==> src/rtl/dsi_pkg.sv <==
// Shared definitions for the DSI byte-stream blocks: buffer sizing helpers
// and the byte-count width.
package dsi_pkg;

    localparam int CNT_W = 5;

    function automatic int f_max(input int a, input int b);
        return (a > b) ? a : b;
    endfunction

    // Two words of the wider side let a full write and a full pop overlap.
    function automatic int f_buf_bytes(input int in_bytes, input int out_bytes);
        return 2 * f_max(in_bytes, out_bytes);
    endfunction

endpackage

==> src/rtl/dsi_unpacker_if.sv <==
// Word-in / chunk-out bus of the DSI unpacker; signal suffixes are named
// from the unpacker's point of view.
interface dsi_unpacker_if #(
    parameter int g_input_bytes  = 4,
    parameter int g_output_bytes = 3
);
    logic [8*g_input_bytes-1:0]  d_i;
    logic [3:0]                  d_size_i;
    logic                        d_valid_i;
    logic                        d_req_o;
    logic [2:0]                  q_size_i;
    logic                        q_req_i;
    logic [8*g_output_bytes-1:0] q_o;
    logic                        q_valid_o;
    logic                        q_empty_o;
    logic                        flush_i;

    modport slave (
        input  d_i, d_size_i, d_valid_i, q_size_i, q_req_i, flush_i,
        output d_req_o, q_o, q_valid_o, q_empty_o
    );

    modport master (
        output d_i, d_size_i, d_valid_i, q_size_i, q_req_i, flush_i,
        input  d_req_o, q_o, q_valid_o, q_empty_o
    );
endinterface

==> src/rtl/dsi_byte_swapper.sv <==
// Reverses the lowest size_i bytes so the earliest byte lands most significant,
// right-aligned; bytes above the chunk are zero.
module dsi_byte_swapper #(
    parameter int g_num_bytes = 3
) (
    input  logic [8*g_num_bytes-1:0] d_i,
    input  logic [2:0]               size_i,
    output logic [8*g_num_bytes-1:0] q_o
);
    always_comb begin
        q_o = '0;
        for (int i = 0; i < g_num_bytes; i++) begin
            if ((i < 32'(size_i)) && (32'(size_i) <= g_num_bytes)) begin
                q_o[8*(32'(size_i) - 1 - i) +: 8] = d_i[8*i +: 8];
            end
        end
    end
endmodule

==> src/rtl/dsi_unpacker.sv <==
// Byte-stream unpacker: buffers packed input words and hands out MSB-first,
// right-aligned chunks of 1..g_output_bytes bytes on request.
module dsi_unpacker
    import dsi_pkg::*;
#(
    parameter int g_input_bytes  = 4,
    parameter int g_output_bytes = 3
) (
    input  logic          clk_i,
    input  logic          rst_n_i,
    dsi_unpacker_if.slave bus
);
    localparam int C = f_buf_bytes(g_input_bytes, g_output_bytes);
    localparam logic [CNT_W-1:0] WR_LIMIT = CNT_W'(C - g_input_bytes);

    logic [8*C-1:0]              buf_q, buf_d, buf_s, wr_bytes;
    logic [CNT_W-1:0]            count_q, count_d, count_s;
    logic [8*g_output_bytes-1:0] q_q, q_d, swapped;
    logic                        q_valid_q, q_valid_d;
    logic                        d_req, d_size_ok, q_size_ok, wr_en, pop_en;

    assign d_req     = (count_q <= WR_LIMIT);
    assign d_size_ok = (bus.d_size_i != 4'd0) && (32'(bus.d_size_i) <= g_input_bytes);
    assign q_size_ok = (bus.q_size_i != 3'd0) && (32'(bus.q_size_i) <= g_output_bytes);
    assign wr_en     = bus.d_valid_i && d_req && d_size_ok;
    // Only pre-edge bytes are poppable; same-cycle input is never bypassed.
    assign pop_en    = bus.q_req_i && q_size_ok && (count_q >= CNT_W'(bus.q_size_i));

    dsi_byte_swapper #(
        .g_num_bytes (g_output_bytes)
    ) u_swap (
        .d_i    (buf_q[8*g_output_bytes-1:0]),
        .size_i (bus.q_size_i),
        .q_o    (swapped)
    );

    // Bytes at and above count are kept zero, so appending is a plain OR.
    always_comb begin
        wr_bytes = '0;
        for (int j = 0; j < g_input_bytes; j++) begin
            if (j < 32'(bus.d_size_i)) begin
                wr_bytes[8*j +: 8] = bus.d_i[8*j +: 8];
            end
        end

        buf_s   = buf_q;
        count_s = count_q;
        if (pop_en) begin
            buf_s   = buf_q >> {bus.q_size_i, 3'b000};
            count_s = count_q - CNT_W'(bus.q_size_i);
        end

        buf_d   = buf_s;
        count_d = count_s;
        if (wr_en) begin
            buf_d   = buf_s | (wr_bytes << {count_s, 3'b000});
            count_d = count_s + CNT_W'(bus.d_size_i);
        end

        q_d       = q_q;
        q_valid_d = 1'b0;
        if (pop_en) begin
            q_d       = swapped;
            q_valid_d = 1'b1;
        end

        if (bus.flush_i) begin
            buf_d     = '0;
            count_d   = '0;
            q_d       = q_q;
            q_valid_d = 1'b0;
        end
    end

    always_ff @(posedge clk_i or negedge rst_n_i) begin
        if (!rst_n_i) begin
            buf_q     <= '0;
            count_q   <= '0;
            q_q       <= '0;
            q_valid_q <= 1'b0;
        end else begin
            buf_q     <= buf_d;
            count_q   <= count_d;
            q_q       <= q_d;
            q_valid_q <= q_valid_d;
        end
    end

    assign bus.d_req_o   = d_req;
    assign bus.q_o       = q_q;
    assign bus.q_valid_o = q_valid_q;
    assign bus.q_empty_o = (count_q == '0);
endmodule

==> src/flat_wrapper.sv <==
// flat-port wrapper written by rule: the top's interface ports become plain ports
module dsi_unpacker_flat import dsi_pkg::*;
#(
    parameter int g_input_bytes  = 4,
    parameter int g_output_bytes = 3
)
  (clk_i, rst_n_i, bus_d_i, bus_d_size_i, bus_d_valid_i, bus_q_size_i, bus_q_req_i, bus_flush_i, bus_d_req_o, bus_q_o, bus_q_valid_o, bus_q_empty_o);
  dsi_unpacker_if #(.g_input_bytes(g_input_bytes), .g_output_bytes(g_output_bytes)) bus_i ();
  input  logic clk_i;
  input  logic rst_n_i;
  input wire logic [$bits(bus_i.d_i)-1:0] bus_d_i;
  input wire logic [$bits(bus_i.d_size_i)-1:0] bus_d_size_i;
  input wire logic [$bits(bus_i.d_valid_i)-1:0] bus_d_valid_i;
  input wire logic [$bits(bus_i.q_size_i)-1:0] bus_q_size_i;
  input wire logic [$bits(bus_i.q_req_i)-1:0] bus_q_req_i;
  input wire logic [$bits(bus_i.flush_i)-1:0] bus_flush_i;
  output wire logic [$bits(bus_i.d_req_o)-1:0] bus_d_req_o;
  output wire logic [$bits(bus_i.q_o)-1:0] bus_q_o;
  output wire logic [$bits(bus_i.q_valid_o)-1:0] bus_q_valid_o;
  output wire logic [$bits(bus_i.q_empty_o)-1:0] bus_q_empty_o;
  assign bus_i.d_i = bus_d_i;
  assign bus_i.d_size_i = bus_d_size_i;
  assign bus_i.d_valid_i = bus_d_valid_i;
  assign bus_i.q_size_i = bus_q_size_i;
  assign bus_i.q_req_i = bus_q_req_i;
  assign bus_i.flush_i = bus_flush_i;
  assign bus_d_req_o = bus_i.d_req_o;
  assign bus_q_o = bus_i.q_o;
  assign bus_q_valid_o = bus_i.q_valid_o;
  assign bus_q_empty_o = bus_i.q_empty_o;
  dsi_unpacker #(.g_input_bytes(g_input_bytes), .g_output_bytes(g_output_bytes)) u_core (.clk_i(clk_i), .rst_n_i(rst_n_i), .bus(bus_i));
endmodule
==> config.mk <==
export PLATFORM = sky130hd
export DESIGN_NAME = dsi_unpacker_flat
export DESIGN_NICKNAME = d
export VERILOG_FILES = /design/src/rtl/dsi_pkg.sv /design/src/rtl/dsi_unpacker_if.sv /design/src/rtl/dsi_byte_swapper.sv /design/src/rtl/dsi_unpacker.sv /design/src/flat_wrapper.sv
export SDC_FILE = /design/constraint.sdc
export NUM_CORES = 1
export LEC_CHECK = 0
export CORE_MARGIN = 3
export CORE_UTILIZATION = 41
export CTS_BUF_LIST = sky130_fd_sc_hd__clkbuf_4 sky130_fd_sc_hd__clkbuf_8
export DETAILED_ROUTE_END_ITERATION = 7
export PLACE_DENSITY = 0.59
export SETUP_SLACK_MARGIN = 0.15
export SLEW_MARGIN = 40
export SYNTH_ARGS = -nofsm -noshare
export SYNTH_HDL_FRONTEND = slang
export SYNTH_SLANG_ARGS = --single-unit
==> constraint.sdc <==
create_clock -name clk_i -period 6.6 [get_ports clk_i]
set_input_delay 1.32 -clock clk_i [delete_from_list [all_inputs] [get_ports clk_i]]
set_output_delay 1.32 -clock clk_i [all_outputs]
set_load 0.005 [all_outputs]
[Word level (Yosys, flattened, before mapping)]
Cells that the tools add are included.
Storage, ports and cells
  flip-flop bits (word level): 94
  input port bits: 44
  output and inout bits: 27
Cells by class
  $add $sub $neg: 8
  magnitude comparators: 11
  shifts and indexed selects: 8
  muxes and demuxes: 17
  bitwise operators: 3
  reductions and logical operators: 13
Operators with widths (number)
  $mux 64: 3
  $neg 32->34: 3
  $shift 8x34->24 const A: 3
  $shiftx 8x34->24: 3
  $mux 24: 3
  $or 64x64->64: 1
  $shl 32x8->64: 1
  $shr 64x6->64: 1
  $bwmux 24: 2
  $mux 8: 4
  $sub 29x1->29 const B: 1
  $and 24x24->24: 1
  $mux 5: 3
  $logic_and 1x1->1: 9
  $lt 1x4->1 const A: 2
  $lt 2x4->1 const A: 2
  $lt 1x3->1 const A: 2
  $add 5x4->5: 1
  $ge 5x3->1: 1
  $le 5x3->1 const B: 1
  $logic_not 5->1: 1
  $sub 4x3->5 const B: 1
  $sub 5x3->5: 1
  $le 4x3->1 const B: 1
  other kinds (8): 9

[Longest topological paths before layout]
Gate-level depths: netlist of the first run.
  depth after elaboration: 9
  depth in mapped cells: 21

[Modules after synthesis]
From an unflattened synthesis of the first run, not the netlist that was laid out.
Unflattened totals
  cell total of the unflattened synthesis: 956
  area total of the unflattened synthesis: 8241.7 µm²
Modules (own cells, without submodules)
  dsi_unpacker: times used 1, cells an instance 778, area an instance 6900.4 µm²
  dsi_byte_swapper: times used 1, cells an instance 178, area an instance 1341.3 µm²

[Worst setup path after synthesis of the first run]
Ideal clock, no wire load.
  path kind: input to register
  start: in bus_q_size_i[0]
  end: reg u_core.q_q[0] (netlist: u_core.bus.q_o[0])
  library setup time: 0.136 ns
  data arrival time: 5.730 ns
  data required time: 6.464 ns
  setup slack: 0.735 ns
  cell stages on the path: 20
  path buffers: 6
  path through: buf_2 -> clkinv_1 -> clkbuf_1 -> clkbuf_1 -> buf_1 -> ha_1 -> ha_1 -> ha_1 -> ha_1 -> clkbuf_1 -> nand3b_1 -> a211o_1 -> ha_1 -> nand4b_1 -> or4_1 -> and4bb_2 -> clkbuf_1 -> nand3_1 -> o211ai_1 -> o22ai_1
On the way
  cells in the longest elaborated chain, start to end: 9
  elaborated cells between the ends (all ways): 31
  classes of those cells: 6 x add/sub; 5 x order compare; 6 x shift; 5 x mux; 1 x bitwise; 8 x reduce/logical
RTL lines
  start, declared: line flat_wrapper.sv:14  | input wire logic [$bits(bus_i.q_size_i)-1:0] bus_q_size_i;
  parallel branches: the longest is 9 deep, another holds $neg 32->34
  end signal, assigned: line dsi_unpacker.sv:84  | q_q <= q_d;
  end, declared: line dsi_unpacker.sv:18  | logic [8*g_output_bytes-1:0] q_q, q_d, swapped;
Several ways; the timed one is not identified.
A chain may end at the register's enable or synchronous reset.

[Worst setup path in the final report of the first run]
  start: in bus_q_size_i[1]
  end: reg u_core.q_q[16] (netlist: u_core.bus.q_o[16])
Same word-level chain as after synthesis.

==> results of run 1 <==
==> cells in the mapped netlist, types with 5 or more instances <==
cell / instances / area, sq um
a32oi_1: 7 / 61.3
and2_1: 12 / 75.1
nand3b_1: 5 / 37.5
nor3_1: 14 / 70.1
o21a_1: 10 / 75.1
o21ai_1: 7 / 35.0
inv_1: 17 / 63.8
a22oi_1: 7 / 52.6
a41oi_1: 8 / 70.1
a221o_1: 15 / 150
mux2_2: 21 / 236
nor2_1: 83 / 312
nand3_1: 45 / 225
ha_1: 37 / 463
buf_1: 12 / 45.0
dfrtp_1: 94 / 2350
nor2b_1: 6 / 37.5
a211oi_1: 6 / 45.0
or3_1: 10 / 62.6
clkbuf_1: 46 / 173
o21ai_0: 72 / 360
nand4_1: 29 / 181
and3_1: 6 / 37.5
a31oi_1: 14 / 87.6
mux2i_1: 49 / 490
o221ai_1: 30 / 263
xnor2_1: 7 / 61.3
xor2_1: 5 / 43.8
a221oi_1: 8 / 70.1
buf_2: 20 / 100
o31ai_1: 11 / 82.6
nand2_1: 120 / 450
o22ai_1: 36 / 225
a21oi_1: 74 / 370
nor3b_1: 8 / 60.1
==> cell families after synthesis <==
family | count (synthesis) | synth area share [%]
AOI/OAI and AO/OA | 343 | 28.1
xor gates and xnor gates | 12 | 1.25
adders and majority gates | 39 | 5.96
buffers and inverters | 105 | 5.35
DFF | 94 | 27.9
muxes | 72 | 9.15
and+or+nand+nor | 375 | 22.3
==> sequential cells by signal (all words and copies together), names as in the netlist <==
register / count
u_core.bus.q_valid_o: 1
u_core.count_q: 5
u_core.bus.q_o: 24
u_core.buf_q: 64
==> per-stage QoR <==
| stage | power [mW] | utilization [%] | setup slack (ns) | instance area, sq um |
|---|---|---|---|---|
| after CTS | 2.26 | 47.7 | 1.43 | 9470 |
| after floorplan | 1.47 | - | 0.735 | 8440 |
| after detailed placement | 1.89 | 46.8 | 1.03 | 9290 |
| after global routing | 2.42 | 47.8 | 1.11 | 9490 |
| after global placement | 1.88 | 46.7 | 0.903 | 9270 |
| final | 2.28 | 47.8 | 1.41 | 9490 |
==> layer usage <==
metal | GRT usage [%] | wire, microns | vias up
met4 | 5.63 | 421 | 0
met2 | 36.3 | 11900 | 337
met3 | 3.76 | 1820 | 24
met1 | 37.3 | 13200 | 3989
li1 | - | - | 3990
met5 | 0 | 0 | -
==> area by class of cell <==
class                   instances  share of cell area, %
repair buffers                 93                   9.06
well taps                     265                   3.49
clock inverters                 5                  0.435
inverters                      21                  0.857
multi-input cells             841                   59.9
clock buffers                  11                   1.46
flip-flops and latches         94                   24.8
==> cell usage in the layout (no fill, tap or decap), types with 9 or more instances in the layout <==
cell type        netlist  layout
o31ai_1               11      11
a21oi_1               74      74
or3_1                 10      10
mux2_2                21      21
buf_4                  4      23
nand4_1               29      29
a31oi_1               14      14
a221o_1               15      15
o22ai_1               36      36
nor2_1                83      83
o21ai_0               72      72
nor3_1                14      12
o21a_1                10      10
inv_1                 17      16
o221ai_1              30      30
dfrtp_1               94      94
and2_1                12      12
clkdlybuf4s50_1        0      66
ha_1                  37      37
clkbuf_8               0       9
nand3_1               45      45
nand2_1              120     120
mux2i_1               49      49
==> worst max path at each step <==
| stage | slack [ns] | cells past startpoint | startpoint | end |
|---|---|---|---|---|
| 6_report | 1.41 | 14 | bus_q_size_i[1] | u_core.bus.q_o[16]$_DFFE_PN0P_ |
| 5_1_grt | 1.11 | 14 | bus_q_size_i[0] | u_core.bus.q_o[23]$_DFFE_PN0P_ |
| 4_1_cts | 1.43 | 14 | bus_q_size_i[0] | u_core.bus.q_o[4]$_DFFE_PN0P_ |
| 3_5_place_dp | 1.03 | 14 | bus_q_size_i[0] | u_core.bus.q_o[4]$_DFFE_PN0P_ |
| 3_3_place_gp | 0.90 | 14 | bus_q_size_i[1] | u_core.bus.q_o[21]$_DFFE_PN0P_ |
| 2_1_floorplan | 0.73 | 20 | bus_q_size_i[0] | u_core.bus.q_o[0]$_DFFE_PN0P_ |
==> where the power goes <==
part,total (mW),switching [mW],internal (mW)
registers,0.790,0.105,0.685
logic,1.11,0.639,0.467
clock network,0.380,0.231,0.149
total,2.28,0.974,1.30
==> critical path, delay by kind of cell <==
family                   cells  cell delay, ns
AO/OA/AOI/OAI                5            1.52
adder cells (fa/ha/maj)      4            1.34
buffers and inverters        2            0.54
AND/OR/NAND/NOR              3            0.76
==> flow_metrics.env, run 1 <==
export IMPL_multi_input_area_sq_um=5680
export IMPL_hold_start="u_core.bus.q_o[12]$_DFFE_PN0P_"
export IMPL_period_needed_ns=5.19
export IMPL_core_sq_um=19800
export IMPL_arrival_ns=5.48
export IMPL_synth_avg_cell_area_sq_um=8.11
export IMPL_syn_to_final_growth_pct=12.5
export IMPL_fillCellCount=1970
export IMPL_drc_errors=0
export IMPL_cts_setup_buffers=0
export IMPL_r2r_slack_ns=2.63
export IMPL_wl_per_cell_microns=20.6
export IMPL_fin_cells=1330
export IMPL_pin_count=71
export IMPL_vias=8340
export IMPL_cts_made_buffers=9
export IMPL_leakage_nw=3.69
export IMPL_drt_initial_drc_count=889
export IMPL_grt_pass1_vias=7601
export IMPL_cp_common_cell="ha_1"
export IMPL_hold_class="register to register"
export IMPL_drv_slew=0
export IMPL_hold_viol_final=0
export IMPL_cts_tree="yes"
export IMPL_synth_async_reset_ratio_pct=100
export IMPL_ctsResizeCount=0
export IMPL_tightestPinTransition_ns=0.867
export IMPL_synthFlopType="dfrtp_1"
export IMPL_finalWeightedCongestion=0.903
export IMPL_regArea_sq_um=2350
export IMPL_routed_wl_microns=27400
export IMPL_ant_nets=0
export IMPL_clkLatencyLatePin_ns=0.39
export IMPL_start_kind="input pin"
export IMPL_clk_pin_slew_ns=0.10
export IMPL_grtUsageTotal_pct=24.4
export IMPL_r2r_start="u_core.count_q[2]$_DFF_PN0_"
export IMPL_drive_gt1_share_pct=9.67
export IMPL_skew_ns=0.0162
export IMPL_syn_nets=1123
export IMPL_cp_max_fo=34
export IMPL_finalNetCount=1143
export IMPL_syn_area_sq_um=8440
export IMPL_core_rowCount=51
export IMPL_rsz0062_at_grt="false"
export IMPL_ctsHoldBuffers=0
export IMPL_yosys_warnings=0
export IMPL_maxCapViolCount=0
export IMPL_path_class="input pin to register"
export IMPL_root_buffer="clkbuf_8"
export IMPL_die_x_microns=149
export IMPL_drt_pass1_iter_count=6
export IMPL_die_h_microns=149
export IMPL_worst_path_max_delay_cell="or4b_1"
export IMPL_clock_sinks=94
export IMPL_synth_seq_area_share_pct=27.9
export IMPL_status="complete, no violations"
export IMPL_worst_r2r_endpoint="u_core.count_q[4]$_DFF_PN0_"
export IMPL_diodes=0
export IMPL_hpwl_microns=19700
export IMPL_whs_path_depth=2
export IMPL_netlist_instances=1040
export IMPL_rr_worst_depth=14
export IMPL_relSlewSlack_pct=41.5
export IMPL_grt_pass1_wl_microns=44100
export IMPL_die_area_sq_um=22300
export IMPL_ys_seq_elements=94
export IMPL_grt_start_max_net_pins=79
export IMPL_portBuffers=70
export IMPL_cts_max_path_buffers=2
export IMPL_whs_ns=0.514
export IMPL_cp_required_ns=6.89
export IMPL_period_share_pct=78.6
export IMPL_synth_distinct_cells=87
export IMPL_path_cells="buf_2 > inv_2 > ha_1 > ha_1 > ha_1 > nand2_1 > nand2_1 > ha_1 > or4b_1 > o41ai_1 > o221ai_1 > o32ai_1 > o2111ai_2 > o21ai_0"
export IMPL_setup_tns_ns=0
export IMPL_p_per_area_nw_per_um2=240
export IMPL_start_util_pct=42.5
export IMPL_min_to="u_core.bus.q_o[12]$_DFFE_PN0P_"
export IMPL_viasPerCell=6.27
export IMPL_fmax_ghz=0.193
export IMPL_grt_overflow=0
export IMPL_cts_max_level=3
export IMPL_post_place_cells=1314
export IMPL_synth_enable_flop_cells=0
export IMPL_critPathCaptureType="register"
export IMPL_finalSetupViolations=0
export IMPL_vdd_drop_max_v=0.000118
export IMPL_slowest_delay_ns=0.61
export IMPL_antenna_found_initial=0
Note: power is estimated with default switching activity, not from simulation.
==> run 2: changes to the inputs <==
- PLACE_DENSITY: 0.59 -> 0.61
- clock period: 6.6 -> 4.45 ns (I/O delays scaled with it)
==> run 2 against run 1 <==
  * Sequential share of layout area fell by 0.86 points
  * Clock-buffer cell count did not move
  * Worst setup slack got worse by 1.1 ns
  * Sequential cell count did not move
  * Critical path depth rose by 1
  * Combinational power rose by 57%
  * Power rose by 53%
  * Utilization rose by 1.7 points
  * Worst hold slack got worse by 0.012 ns
  * Register-to-register slack got worse by 1.3 ns
  * First-iteration DRC count fell by 20%
  * Critical endpoint is now u_core.bus.q_o[5]$_DFFE_PN0P_
  * Highest routed layer unchanged
==> flow_metrics.env, run 2 (synthesis gave the netlist of run 1 again) <==
export IMPL_status="complete, no violations"
export IMPL_start_util_pct=42.5
export IMPL_fillCellCount=1974
export IMPL_ctsResizeCount=0
export IMPL_grt_pass1_vias=8063
export IMPL_die_x_microns=149
export IMPL_clk_pin_slew_ns=0.10
export IMPL_r2r_start="u_core.count_q[2]$_DFF_PN0_"
export IMPL_switching_share_pct=42.0
export IMPL_pwr_share_clk_pct=16.3
export IMPL_hold_viol_final=0
export IMPL_diodes=0
export IMPL_drt_initial_drc_count=711
export IMPL_layout_setup_ws_ns=0.335
export IMPL_pin_count=71
export IMPL_clock_sinks=94
export IMPL_ctsHoldBuffers=0
export IMPL_period_share_pct=92.5
export IMPL_hold_class="input pin to async pin"
export IMPL_ant_nets=0
export IMPL_p_int_mw=2.02
export IMPL_critPathTopFamily="compound AO/OA/AOI/OAI gates"
export IMPL_core_sq_um=19800
export IMPL_path_cells="clkdlybuf4s50_1 > inv_1 > ha_4 > ha_2 > nand2_1 > o21ai_1 > ha_1 > buf_4 > or2_2 > o41ai_1 > o221ai_1 > o32ai_2 > o2111ai_2 > buf_12 > o21ai_0"
export IMPL_cp_required_ns=4.75
export IMPL_cts_setup_buffers=0
export IMPL_rsz0062_at_grt="false"
export IMPL_crit_buf_inv=4
export IMPL_cts_max_level=3
export IMPL_power_mw=3.48
export IMPL_drc_errors=0
export IMPL_cts_tree="yes"
export IMPL_antenna_found_initial=0
export IMPL_arrival_ns=4.42
export IMPL_post_place_ws_ns=-0.0146
export IMPL_critPathCaptureType="register"
export IMPL_maxCapViolCount=0
export IMPL_top_register="u_core.buf_q"
export IMPL_p_per_area_nw_per_um2=354
export IMPL_final_cell_mix="nand2_1, dfrtp_1, nor2_1"
export IMPL_worst_r2r_endpoint="u_core.buf_q[0]$_DFF_PN0_"
export IMPL_wl_per_cell_microns=20.2
export IMPL_routed_wl_microns=27400
export IMPL_regArea_sq_um=2350
export IMPL_finalSetupViolations=0
export IMPL_portBuffers=70
export IMPL_relSlewSlack_pct=43.9
export IMPL_switching_power_mw=1.46
export IMPL_r2r_slack_ns=1.38
export IMPL_multi_input_area_sq_um=5770
export IMPL_start_kind="input pin"
export IMPL_post_place_cells=1342
export IMPL_rr_worst_depth=9
export IMPL_cts_made_buffers=9
export IMPL_viasPerCell=6.29
export IMPL_core_rowCount=51
export IMPL_layout_commonest_cell="nand2_1"
export IMPL_root_buffer="clkbuf_8"
export IMPL_grtUsageTotal_pct=24.5
export IMPL_drive_gt1_share_pct=12.9
export IMPL_fmax_ghz=0.243
export IMPL_comb_power_share_pct=50.1
export IMPL_die_area_sq_um=22300
export IMPL_slowest_delay_ns=0.51
export IMPL_finalWeightedCongestion=0.888
export IMPL_vdd_drop_max_v=0.000204
export IMPL_leakage_nw=3.87
export IMPL_cts_max_path_buffers=2
export IMPL_die_h_microns=149
export IMPL_syn_to_final_growth_pct=16.5
export IMPL_vias=8537
export IMPL_worst_path_max_delay_cell="clkdlybuf4s50_1"
export IMPL_final_core_util_pct=49.5
export IMPL_tightestPinTransition_ns=0.839
export IMPL_pwr_share_seq_pct=33.6
export IMPL_cp_max_fo=16
export IMPL_skew_ns=0.0115
export IMPL_drv_slew=0
export IMPL_grt_pass1_wl_microns=44200
export IMPL_fin_cells=1358
export IMPL_drt_pass1_iter_count=5
export IMPL_path_class="input pin to register"
export IMPL_finalNetCount=1171
export IMPL_period_needed_ns=4.12
export IMPL_hpwl_microns=20000
export IMPL_grt_overflow=0
export IMPL_clkLatencyLatePin_ns=0.38
export IMPL_largest_reg_flops=64
export IMPL_grt_start_max_net_pins=68
-- run 2: cell types whose count changed in the layout (fill, tap and decap cells not counted), sizes merged --
cell,previous run,this run
clkinvlp,2,1
inv,22,23
buf,27,55
-- run 2: worst max path at each step --
stage | startpoint | end | slack, ns | depth (start not counted)
floorplan | bus_q_size_i[0] | u_core.bus.q_o[0]$_DFFE_PN0P_ | 0.04 | 20
global placement | bus_q_size_i[2] | u_core.bus.q_o[1]$_DFFE_PN0P_ | 0.11 | 14
detailed placement | bus_q_size_i[2] | u_core.bus.q_o[5]$_DFFE_PN0P_ | -0.01 | 14
CTS | bus_q_size_i[2] | u_core.bus.q_o[5]$_DFFE_PN0P_ | 0.40 | 14
global route | bus_q_size_i[2] | u_core.bus.q_o[7]$_DFFE_PN0P_ | 0.18 | 14
finish | bus_q_size_i[2] | u_core.bus.q_o[5]$_DFFE_PN0P_ | 0.33 | 15
-- run 2: stage by stage --
step	setup TNS, ns	hold slack [ns]	area [sq um]
6_report	0	0.502	9830
5_1_grt	0	0.532	9830
4_1_cts	0	0.512	9830
3_5_place_dp	-0.0146	0.502	9640
3_3_place_gp	0	0.489	9630
2_1_floorplan	0	0.492	8680
-- run 2: final cells by class --
| cell class | instances | share of cell area (%) |
|---|---|---|
| Clock buffer | 11 | 1.48 |
| Clock inverter | 5 | 0.420 |
| Sequential cell | 94 | 23.9 |
| Inverter | 21 | 0.980 |
| Multi-Input combinational cell | 841 | 58.7 |
| Tap cell | 265 | 3.37 |
| Timing Repair Buffer | 121 | 11.1 |
-- run 2: power groups by stage --
stage | Combinational [mW] | Sequential, mW | Clock [mW]
CTS | 1.73 | 1.16 | 0.581
global route | 1.91 | 1.19 | 0.620
floorplan | 1.07 | 1.15 | 0
global placement | 1.70 | 1.18 | 0
detailed placement | 1.72 | 1.18 | 0
finish | 1.74 | 1.17 | 0.568
-- run 2: layer usage --
layer	vias to the layer above	global-route usage [%]	wire length [microns]
met1	4105	36.9	13000
met5	-	0	0
met4	0	4.71	218
li1	4049	-	-
met2	358	36.9	12000
met3	25	4.51	2150
